`config.mk`:
```
export PLATFORM = sky130hd
export DESIGN_NAME = decoder_rr_arbiter
export DESIGN_NICKNAME = d
export VERILOG_FILES = /design/src/rtl/arb_pkg.sv /design/src/rtl/arb_grant_decoder.sv /design/src/rtl/decoder_rr_arbiter.sv
export SDC_FILE = /design/constraint.sdc
export NUM_CORES = 1
export LEC_CHECK = 0
export ABC_AREA = 1
export BUFFER_PORTS_ARGS = -buffer_cell sky130_fd_sc_hd__buf_2
export CORE_AREA = 5 5 42 44
export DETAILED_ROUTE_END_ITERATION = 16
export DIE_AREA = 0 0 47 49
export GPL_TIMING_DRIVEN = 0
export PLACE_DENSITY = 0.81
export SYNTH_ARGS = -nofsm -noshare
export SYNTH_HDL_FRONTEND = slang
export SYNTH_SLANG_ARGS = --single-unit
export TNS_END_PERCENT = 30
```
`constraint.sdc`:
```
create_clock -name clk -period 1.9 [get_ports clk]
set_input_delay 0.19 -clock clk [delete_from_list [all_inputs] [get_ports clk]]
set_output_delay 0.19 -clock clk [all_outputs]
set_load 0.005 [all_outputs]
```
`src/rtl/arb_pkg.sv`:
```
// Shared types and helpers for the 4-requester round-robin arbiter.
// Holds the requester count, the index width, the FSM state type and the winner search.
package arb_pkg;

  localparam int NREQ  = 4;
  localparam int IDX_W = 2;

  typedef enum logic {
    IDLE  = 1'b0,
    GRANT = 1'b1
  } arb_state_e;

  // First asserted request scanning ptr, ptr+1, ... modulo NREQ.
  function automatic logic [IDX_W-1:0] next_winner(input logic [NREQ-1:0]  req,
                                                   input logic [IDX_W-1:0] ptr);
    logic [IDX_W-1:0] idx;
    logic [IDX_W-1:0] win;
    logic             found;
    win   = ptr;
    found = 1'b0;
    for (int i = 0; i < NREQ; i++) begin
      idx = ptr + IDX_W'(i);
      if (!found && req[idx]) begin
        win   = idx;
        found = 1'b1;
      end
    end
    return win;
  endfunction

endpackage

```
`src/rtl/arb_grant_decoder.sv`:
```
// 2-to-4 decoder with enable: turns the winner index into a one-hot grant.
// Purely combinational, so the grant drops in the same cycle its enable falls.
module arb_grant_decoder
  import arb_pkg::*;
(
  input  logic [IDX_W-1:0] i_gnt_idx,
  input  logic             i_en,
  output logic [NREQ-1:0]  o_gnt
);

  always_comb begin
    o_gnt = '0;
    if (i_en) begin
      o_gnt[i_gnt_idx] = 1'b1;
    end
  end

endmodule

```
`src/rtl/decoder_rr_arbiter.sv`:
```
// 4-requester round-robin arbiter: registered IDLE/GRANT FSM plus enabled grant decoder.
// Define ARB_TIMEOUT_EN to force a grant off after MAX_HOLD cycles and pulse timeout.
module decoder_rr_arbiter
  import arb_pkg::*;
#(
  parameter int MAX_HOLD = 16
) (
  input  logic             clk,
  input  logic             rst_n,
  input  logic             en,
  input  logic [NREQ-1:0]  req,
  input  logic             done,
  output logic [NREQ-1:0]  gnt,
  output logic [IDX_W-1:0] gnt_idx,
  output logic             busy,
  output logic             timeout
);

  // Handshake: req stays high until served; gnt is one-hot for exactly the GRANT cycles;
  // done, a dropped req[gnt_idx] or en=0 ends the grant at the next edge.
  arb_state_e       r_state;
  logic [IDX_W-1:0] r_ptr;
  logic [IDX_W-1:0] r_idx;
  logic             r_timeout;
  logic [IDX_W-1:0] w_winner;
  logic             w_other_release;
  logic             w_force;

  assign w_winner        = next_winner(req, r_ptr);
  assign w_other_release = done | ~req[r_idx] | ~en;

`ifdef ARB_TIMEOUT_EN
  localparam int HOLD_W = $clog2(MAX_HOLD);
  logic [HOLD_W-1:0] r_hold;

  assign w_force = (r_hold == HOLD_W'(MAX_HOLD - 1));

  // Idle keeps the counter at zero, which is the clear on entry to GRANT.
  always_ff @(posedge clk or negedge rst_n) begin
    if (!rst_n) begin
      r_hold <= '0;
    end else if (r_state == GRANT) begin
      r_hold <= r_hold + HOLD_W'(1);
    end else begin
      r_hold <= '0;
    end
  end
`else
  assign w_force = 1'b0;
`endif

  always_ff @(posedge clk or negedge rst_n) begin
    if (!rst_n) begin
      r_state   <= IDLE;
      r_ptr     <= '0;
      r_idx     <= '0;
      r_timeout <= 1'b0;
    end else begin
      r_timeout <= 1'b0;
      case (r_state)
        IDLE: begin
          if (en && (|req)) begin
            r_state <= GRANT;
            r_idx   <= w_winner;
            r_ptr   <= w_winner + IDX_W'(1);
          end
        end
        GRANT: begin
          // Going back to IDLE gives the mandatory turnaround cycle between grants.
          if (w_other_release || w_force) begin
            r_state <= IDLE;
          end
          r_timeout <= w_force & ~w_other_release;
        end
        default: r_state <= IDLE;
      endcase
    end
  end

  assign busy    = (r_state == GRANT);
  assign gnt_idx = r_idx;
  assign timeout = r_timeout;

  arb_grant_decoder u_dec (
    .i_gnt_idx (r_idx),
    .i_en      (en & busy),
    .o_gnt     (gnt)
  );

endmodule

```
==> results.py, run 1 <==
metrics = {
    "outcome": {
        "status": "completed",
    },
    "route": {
        "drc": 0,
        "avgRoutedWirePerCell_um": 10.2,
        "ant_nets": 0,
        "vias_per_cell": 4.99,
        "drt-initial-drc-count": 14,
        "totalWireLength_um": 1460,
        "drtPass1Iterations": 4,
        "vias": 713,
    },
    "clocking": {
        "cts_htree_levels": 1,
        "clk_pin_slew_worst_paths_ns": 0.05,
        "cts_tree": "built",
        "cts_made_buffers": 3,
        "clkSinkCount": 5,
        "ctsLongestPathBuffers": 2,
        "cts_root_buf": "clkbuf_4",
        "clk_latency_ns": 0.25,
    },
    "logic_synthesis": {
        "ys_types": 22,
        "synthCells": 108,
        "syn_avg_cell_area_sq_um": 5.77,
        "synth_area_sq_um": 623,
        "synth.net_count": 116,
        "yosysSeqAreaShare": 0.201,
        "ys_warn_count": 0,
        "ys_ff_latch": 5,
    },
    "power_and_ir_drop": {
        "power_switching_uw": 656,
        "cellLeakagePower_nw": 0.444,
        "p_sw_frac": 0.544,
        "clock_power_share": 0.106,
        "internal_power_uw": 550,
        "ir_worst_vdd_mv": 0.703,
        "total_power_mw": 1.21,
        "powerDensity_mw_per_mm2": 1610,
        "combPwrFrac": 0.727,
        "pwr-share-seq": 0.168,
    },
    "worst_hold_path": {
        "min_path_type": "input port to flop",
    },
    "critical_path": {
        "cp.required_ns": 2.01,
        "crit_path_start_kind": "flop",
        "cp-end-kind": "flop",
        "crit_arrival_ns": 1.65,
        "critical_path.max_fanout": 10,
        "crit_type": "flop to flop",
    },
    "final_layout": {
        "fillers": 151,
        "multiInputGateArea_sq_um": 424,
        "fin_area_sq_um": 749,
        "layout_common_cells": "nand2_1, buf_2, nand2_2",
        "final_common_cell": "nand2_1",
        "insertedDiodeCount": 0,
        "nNetsFinal": 136,
        "regArea_sq_um": 125,
        "area_growth_pct": 20.3,
        "drive_gt1_frac": 0.315,
    },
    "placed_design": {
        "dp_slack_ns": 0.374,
        "placed_area_sq_um": 713,
        "gp_congestion": 0.789,
        "port_buffers": 14,
        "dpl.hpwl_um": 1160,
    },
    "global_routing": {
        "antenna_found_initial": 0,
        "grt_max_degree": 11,
        "grt_pass1_wl_um": 2660,
        "grt_pass1_vias": 642,
        "track_usage": 0.154,
        "overflow": 0,
    },
    "sta": {
        "rsz0062_at_grt": "false",
        "timing.hold.ws_ns": 0.137,
        "finalSetupTns_ns": 0,
        "final-max-slew-violation-count": 0,
        "fmax_mhz": 649,
        "hold_viol": 0,
        "fin_skew_ns": 0.00585,
        "fin_crit_sh": 0.811,
        "finalSetupViolCount": 0,
        "layout_setup_ws_ns": 0.359,
        "fin_crit_ns": 1.54,
    },
    "die": {
        "core_sq_mm": 0.00140,
        "die-area_sq_mm": 0.00230,
        "die_h_um": 49,
        "start_util": 0.445,
        "rows": 14,
        "boundaryPins": 16,
        "die_w_um": 47,
    },
    "flow_run": {
        "max_cap_violations": 0,
    },
}
## cells in the mapped netlist (all sizes together)
master	instances	share of area
o21ai	1	0.0080
a21oi	4	0.038
inv	11	0.070
a31oi	1	0.010
buf	3	0.048
nor2	4	0.040
o31ai	1	0.012
dfrtp	5	0.20
o21a	1	0.012
nand4	1	0.010
nor3	5	0.040
nand3	9	0.088
nand2	61	0.42
conb	1	0.0060
## critical path, stage by stage (launching register included)
cell     delay [ns]
dfrtp_1        0.39
buf_6          0.15
nand2_1        0.12
nand3_2        0.09
nand2_2        0.11
nand3_1        0.12
nand2_1        0.09
nand2_1        0.06
nand3_1        0.07
nand2_1        0.07
nand2_1        0.05
o21ai_0        0.09
## per-stage QoR
step            util  instances
6_report       0.535        143
5_1_grt        0.535        143
2_1_floorplan      -        108
3_3_place_gp   0.509        138
4_1_cts        0.535        143
3_5_place_dp   0.509        138
## kinds of logic (layout without fill, tap and decap cells)
kind of cell	after synthesis	in the layout	synth area share
simple gates	80	80	0.594
buf+inv	14	33	0.118
compound gates	8	8	0.0803
flops	5	5	0.201
other cells	1	1	0.00602
## power by group through the flow
stage / Clock (mW) / Sequential, mW / Combinational [mW]
after global routing: 0.145 / 0.212 / 1.01
after floorplan: 0 / 0.196 / 0.712
after detailed placement: 0 / 0.203 / 0.873
after global placement: 0 / 0.201 / 0.854
after CTS: 0.129 / 0.203 / 0.880
final: 0.128 / 0.202 / 0.876
## state kept, by name, indices dropped and copies added (netlist names)
| signal | count |
|---|---|
| r_ptr | 2 |
| gnt_idx | 2 |
| busy | 1 |
## path summary, 6_finish.rpt
kind	slack (ns)	start	cells past startpoint	endpoint
setup / recovery	0.36	r_ptr[0]	11	gnt_idx[1]
hold / removal	0.14	done	2	busy
setup reg to reg	0.36	r_ptr[0]	11	gnt_idx[1]
hold reg to reg	0.64	r_ptr[0]	2	r_ptr[0]
max in group asynchronous	1.48	rst_n	2	r_ptr[1]
min in group asynchronous	0.28	rst_n	2	gnt_idx[0]
## cell type report
type / count / share of cell area
multi-input cells: 89 / 0.566
flip-flops and latches: 5 / 0.167
repair buffers: 15 / 0.107
inverters: 11 / 0.0584
plain buffers: 3 / 0.0401
clock buffers: 4 / 0.0351
well taps: 16 / 0.0267
## metal layers
| metal | track usage | part of all wire |
|---|---|---|
| met5 | 0 | 0 |
| met1 | 0.191 | 0.44 |
| met4 | 0.0553 | 0.017 |
| met2 | 0.242 | 0.50 |
| met3 | 0.0480 | 0.048 |
## what timing repair did
action	CTS	global route
resized for setup	0	0
hold buffers	1	0
buffers inserted	0	0
endpoints found under the hold margin	5	0
No activity file was read; power rests on OpenSTA's default activity.
==> inputs of run 2 (changes only) <==
- clock period: 1.9 -> 1.5 ns (I/O delays scaled with it)
==> results.py, run 2 (synthesis results as in run 1) <==
metrics = {
    "outcome": {
        "status": "complete, but fails checks",
        "violations": "negative setup slack",
    },
    "sta": {
        "fin_skew_ns": 0.00546,
        "final-max-slew-violation-count": 0,
        "timing.hold.ws_ns": 0.0906,
        "hold_viol": 0,
        "layout_setup_ws_ns": -0.0435,
        "finalSetupViolCount": 3,
        "fin_crit_sh": 1.03,
        "finalSetupTns_ns": -0.0985,
        "fin_crit_ns": 1.54,
        "rsz0062_at_grt": "true",
        "fmax_mhz": 648,
    },
    "route": {
        "totalWireLength_um": 1950,
        "vias_per_cell": 5.06,
        "drtPass1Iterations": 4,
        "ant_nets": 0,
        "drc": 0,
        "vias": 754,
        "avgRoutedWirePerCell_um": 13.1,
        "drt-initial-drc-count": 21,
    },
    "critical_path": {
        "crit_path_start_kind": "flop",
        "cp.required_ns": 1.63,
        "cp_num_buf_inv": 2,
        "path_delay_family": "simple AND/OR/NAND/NOR gates",
        "slowest_stage": "dfrtp_1",
        "crit_arrival_ns": 1.67,
        "cp_cell_sequence": "buf_6, inv_8, nand2_2, nand2_4, nand2_2, nand2_4, nand2_4, nor2_4, nand2_2, a21oi_2, a21oi_1",
        "critical_path.max_fanout": 6,
        "critPathMaxStageDelay_ns": 0.37,
        "cp-end-kind": "flop",
        "crit_type": "flop to flop",
    },
    "global_routing": {
        "met2_usage": 0.249,
        "overflow": 0,
        "track_usage": 0.155,
        "busiest_layer": "met2",
        "met1_usage": 0.186,
        "antenna_found_initial": 0,
        "grt_pass1_vias": 643,
        "met3_usage": 0.0480,
        "grt_pass1_wl_um": 2660,
        "grt_max_degree": 11,
    },
    "power_and_ir_drop": {
        "internal_power_mw": 1.02,
        "pwr-share-seq": 0.121,
        "combPwrFrac": 0.806,
        "cellLeakagePower_nw": 0.532,
        "powerDensity_mw_per_mm2": 2320,
        "p_sw_frac": 0.552,
        "power_switching_mw": 1.26,
        "total_power_mw": 2.28,
        "clock_power_share": 0.073,
        "ir_worst_vdd_mv": 1.08,
    },
    "clocking": {
        "cts_root_buf": "clkbuf_4",
        "ctsLongestPathBuffers": 2,
        "cts_tree": "built",
        "clk_pin_slew_worst_paths_ns": 0.05,
        "clk_latency_ns": 0.25,
        "cts_made_buffers": 3,
        "clkSinkCount": 5,
        "cts_htree_levels": 1,
    },
    "final_layout": {
        "area_growth_pct": 57.4,
        "finalNonFillerCells": 149,
        "drive_gt1_frac": 0.549,
        "final_common_cell": "nand2_1",
        "insertedDiodeCount": 0,
        "layout_common_cells": "nand2_1, nand2_2, buf_2",
        "nNetsFinal": 142,
    },
    "placed_design": {
        "gp_congestion": 0.789,
        "port_buffers": 14,
        "dpl.cell_count": 138,
        "dpl.hpwl_um": 1160,
    },
    "die": {
        "die_h_um": 49,
        "die_w_um": 47,
        "rows": 14,
        "core_sq_mm": 0.00140,
        "die-area_sq_mm": 0.00230,
        "start_util": 0.445,
        "boundaryPins": 16,
    },
    "flow_run": {
        "max_cap_violations": 0,
    },
    "worst_hold_path": {
        "min_path_type": "input port to flop",
    },
}
run 2: changes by cell type in the layout (fill, tap and decap cells not counted), moves of 4 or more:
cell,delta
nand3_1,-5
nand2_1,-20
nand2_2,+11
nand2_4,+8
nand3_4,+4
buf_4,+4
run 2: layout make-up:
class / count / area, sq um
Tap cell: 16 / 20.0
Multi-Input combinational cell: 89 / 583
Clock buffer: 4 / 26.3
Sequential cell: 5 / 126
Buffer: 3 / 30.0
Inverter: 11 / 53.8
Fill cell: 110 / 420
Timing Repair Buffer: 21 / 141
run 2: timing repair:
action / 4_1_cts / 5_1_grt
hold endpoints to repair: 5 / 0
pin swaps: 0 / 20
resized for setup: 4 / 44
hold buffers: 1 / 0
buffers inserted: 0 / 5
cloned: 0 / 1
setup endpoints to repair: 2 / 4
run 2: path summary, 6_finish.rpt:
check                         start    endpoint  slack, ns  cells after the start
max                        r_ptr[1]  gnt_idx[0]      -0.04                     11
max in group asynchronous     rst_n    r_ptr[0]       1.11                      2
min reg2reg                    busy  gnt_idx[1]       0.63                      3
min in group asynchronous     rst_n  gnt_idx[0]       0.24                      2
min                            done        busy       0.09                      2
max reg2reg                r_ptr[1]  gnt_idx[0]      -0.04                     11
run 2: routing by layer:
layer / vias to the layer above / share of wire
met5: - / 0
met4: 0 / 0.024
met3: 7 / 0.040
met2: 19 / 0.52
met1: 338 / 0.41
li1: 390 / -
run 2: power groups by stage:
| stage | combinational [mW] | clock [mW] | sequential [mW] |
|---|---|---|---|
| after floorplan | 0.902 | 0 | 0.248 |
| after global placement | 1.08 | 0 | 0.255 |
| after detailed placement | 1.11 | 0 | 0.258 |
| after CTS | 1.14 | 0.164 | 0.257 |
| after global routing | 1.99 | 0.184 | 0.284 |
| final | 1.84 | 0.167 | 0.275 |
run 2: per-stage QoR:
step                      instance area [sq um]  setup WS [ns]  utilization
after floorplan                             623          0.117            -
final                                       981        -0.0435        0.700
after CTS                                   759       -0.00392        0.542
after global placement                      713         0.0185        0.509
after global routing                        981         -0.136        0.700
after detailed placement                    713        -0.0255        0.509
==> inputs of run 3 (changes only) <==
- GPL_TIMING_DRIVEN: 0 -> 1
==> results.py, run 3 (synthesis results as in run 1) <==
metrics = {
    "outcome": {
        "status": "complete, but fails checks",
        "violations": "negative setup slack",
    },
    "critical_path": {
        "crit_arrival_ns": 1.79,
        "crit_type": "flop to flop",
        "r2r-end": "r_ptr[1]",
        "critical_path.max_fanout": 4,
        "critPathMaxStageDelay_ns": 0.44,
        "reg2reg_depth": 10,
        "r2r_slack_ns": -0.13,
        "cp.required_ns": 1.67,
        "cp-end-kind": "flop",
        "critPathCapture": "r_ptr[1]",
        "rr_startpoint": "r_ptr[0]",
        "slowest_stage": "dfrtp_2",
        "cp.depth": 10,
        "critPathLaunch": "r_ptr[0]",
        "path_delay_family": "simple AND/OR/NAND/NOR gates",
        "cp_num_buf_inv": 1,
        "crit_path_start_kind": "flop",
        "cp_cell_sequence": "clkinvlp_4, nand2_2, nand3_2, nand2_4, nand3_4, nand2_1, nand2_2, a21oi_2, nand2_1, nand3_2",
    },
    "power_and_ir_drop": {
        "powerDensity_mw_per_mm2": 2270,
        "ir_worst_vdd_mv": 1.17,
        "cellLeakagePower_nw": 0.528,
    },
    "final_layout": {
        "drive_gt1_frac": 0.493,
        "nNetsFinal": 147,
        "layout_common_cells": "nand2_1, nand2_2, buf_2",
        "insertedDiodeCount": 0,
        "area_growth_pct": 50.0,
        "final_common_cell": "nand2_1",
    },
    "sta": {
        "fin_crit_ns": 1.63,
        "fin_crit_sh": 1.09,
        "hold_viol": 0,
        "layout_setup_ws_ns": -0.128,
        "finalSetupTns_ns": -0.401,
        "timing.hold.ws_ns": 0.0886,
        "rsz0062_at_grt": "true",
        "fmax_mhz": 614,
        "final-max-slew-violation-count": 0,
        "finalSetupViolCount": 4,
        "fin_skew_ns": 0.00641,
    },
    "clocking": {
        "cts_tree": "built",
        "ctsLongestPathBuffers": 2,
        "clk_pin_slew_worst_paths_ns": 0.05,
        "clkSinkCount": 5,
        "cts_root_buf": "clkbuf_4",
        "cts_made_buffers": 3,
        "cts_htree_levels": 1,
        "clk_latency_ns": 0.24,
    },
    "route": {
        "highest_layer": "met4",
        "drt-initial-drc-count": 13,
        "avgRoutedWirePerCell_um": 11.8,
        "wl_met1_um": 729,
        "vias": 770,
        "totalWireLength_um": 1810,
        "drtPass1Iterations": 4,
        "wl_met3_um": 77,
        "ant_nets": 0,
        "wl_met2_um": 954,
        "vias_per_cell": 5.00,
        "drc": 0,
    },
    "die": {
        "die-area_sq_mm": 0.00230,
        "boundaryPins": 16,
        "start_util": 0.445,
        "rows": 14,
        "die_h_um": 49,
        "die_w_um": 47,
        "core_sq_mm": 0.00140,
    },
    "global_routing": {
        "grt_pass1_wl_um": 3120,
        "grt_pass1_vias": 743,
        "antenna_found_initial": 0,
        "grt_max_degree": 9,
        "track_usage": 0.178,
        "overflow": 0,
    },
    "flow_run": {
        "max_cap_violations": 0,
    },
    "placed_design": {
        "port_buffers": 14,
        "gp_congestion": 0.906,
        "dpl.hpwl_um": 1270,
        "dp_slack_ns": -0.0483,
    },
    "worst_hold_path": {
        "min_path_type": "input port to flop",
    },
}
==> run 3: final cells by class <==
type                       instances  area (sq um)
multi-input combinational         89           509
fill                             133           467
timing repair buffer              28           198
sequential                         5           128
inverter                          11          46.3
clock buffer                       4          26.3
tap                               16          20.0
timing repair inverter             1          7.51
==> run 3: what timing repair did <==
| action | CTS | global route |
|---|---|---|
| endpoints found under the hold margin | 5 | 0 |
| setup endpoints to repair | 4 | 4 |
| buffers inserted | 5 | 0 |
| hold buffers | 1 | 0 |
| resized for setup | 19 | 11 |
| gates cloned | 1 | 0 |
| pin swaps | 17 | 10 |
==> run 3: through the flow <==
step / cell area [sq um] / utilization / power, mW / std cells
floorplan: 623 / - / 1.15 / 108
global placement: 743 / 0.530 / 1.45 / 143
detailed placement: 743 / 0.530 / 1.48 / 143
CTS: 890 / 0.635 / 1.95 / 154
global route: 935 / 0.667 / 2.31 / 154
finish: 935 / 0.667 / 2.12 / 154
==> run 3: worst min-delay path by stage <==
| stage | cells past startpoint | to | start | slack [ns] |
|---|---|---|---|---|
| after floorplan | 0 | busy | rst_n | -0.15 |
| after global placement | 1 | gnt_idx[0] | rst_n | -0.03 |
| after detailed placement | 1 | gnt_idx[1] | rst_n | -0.03 |
| after CTS | 2 | busy | done | 0.08 |
| after global routing | 2 | busy | done | 0.1 |
| final | 2 | busy | done | 0.09 |
==> run 3: power breakdown <==
group          switching, mW  internal, mW
Clock                 0.0540         0.100
Sequential             0.110         0.198
Combinational          0.943         0.714
==> run 3: per-layer routing <==
| metal | vias up | global-route usage |
|---|---|---|
| li1 | 398 | - |
| met1 | 349 | 0.217 |
| met2 | 19 | 0.296 |
| met3 | 4 | 0.0185 |
| met4 | 0 | 0.0829 |
| met5 | - | 0 |
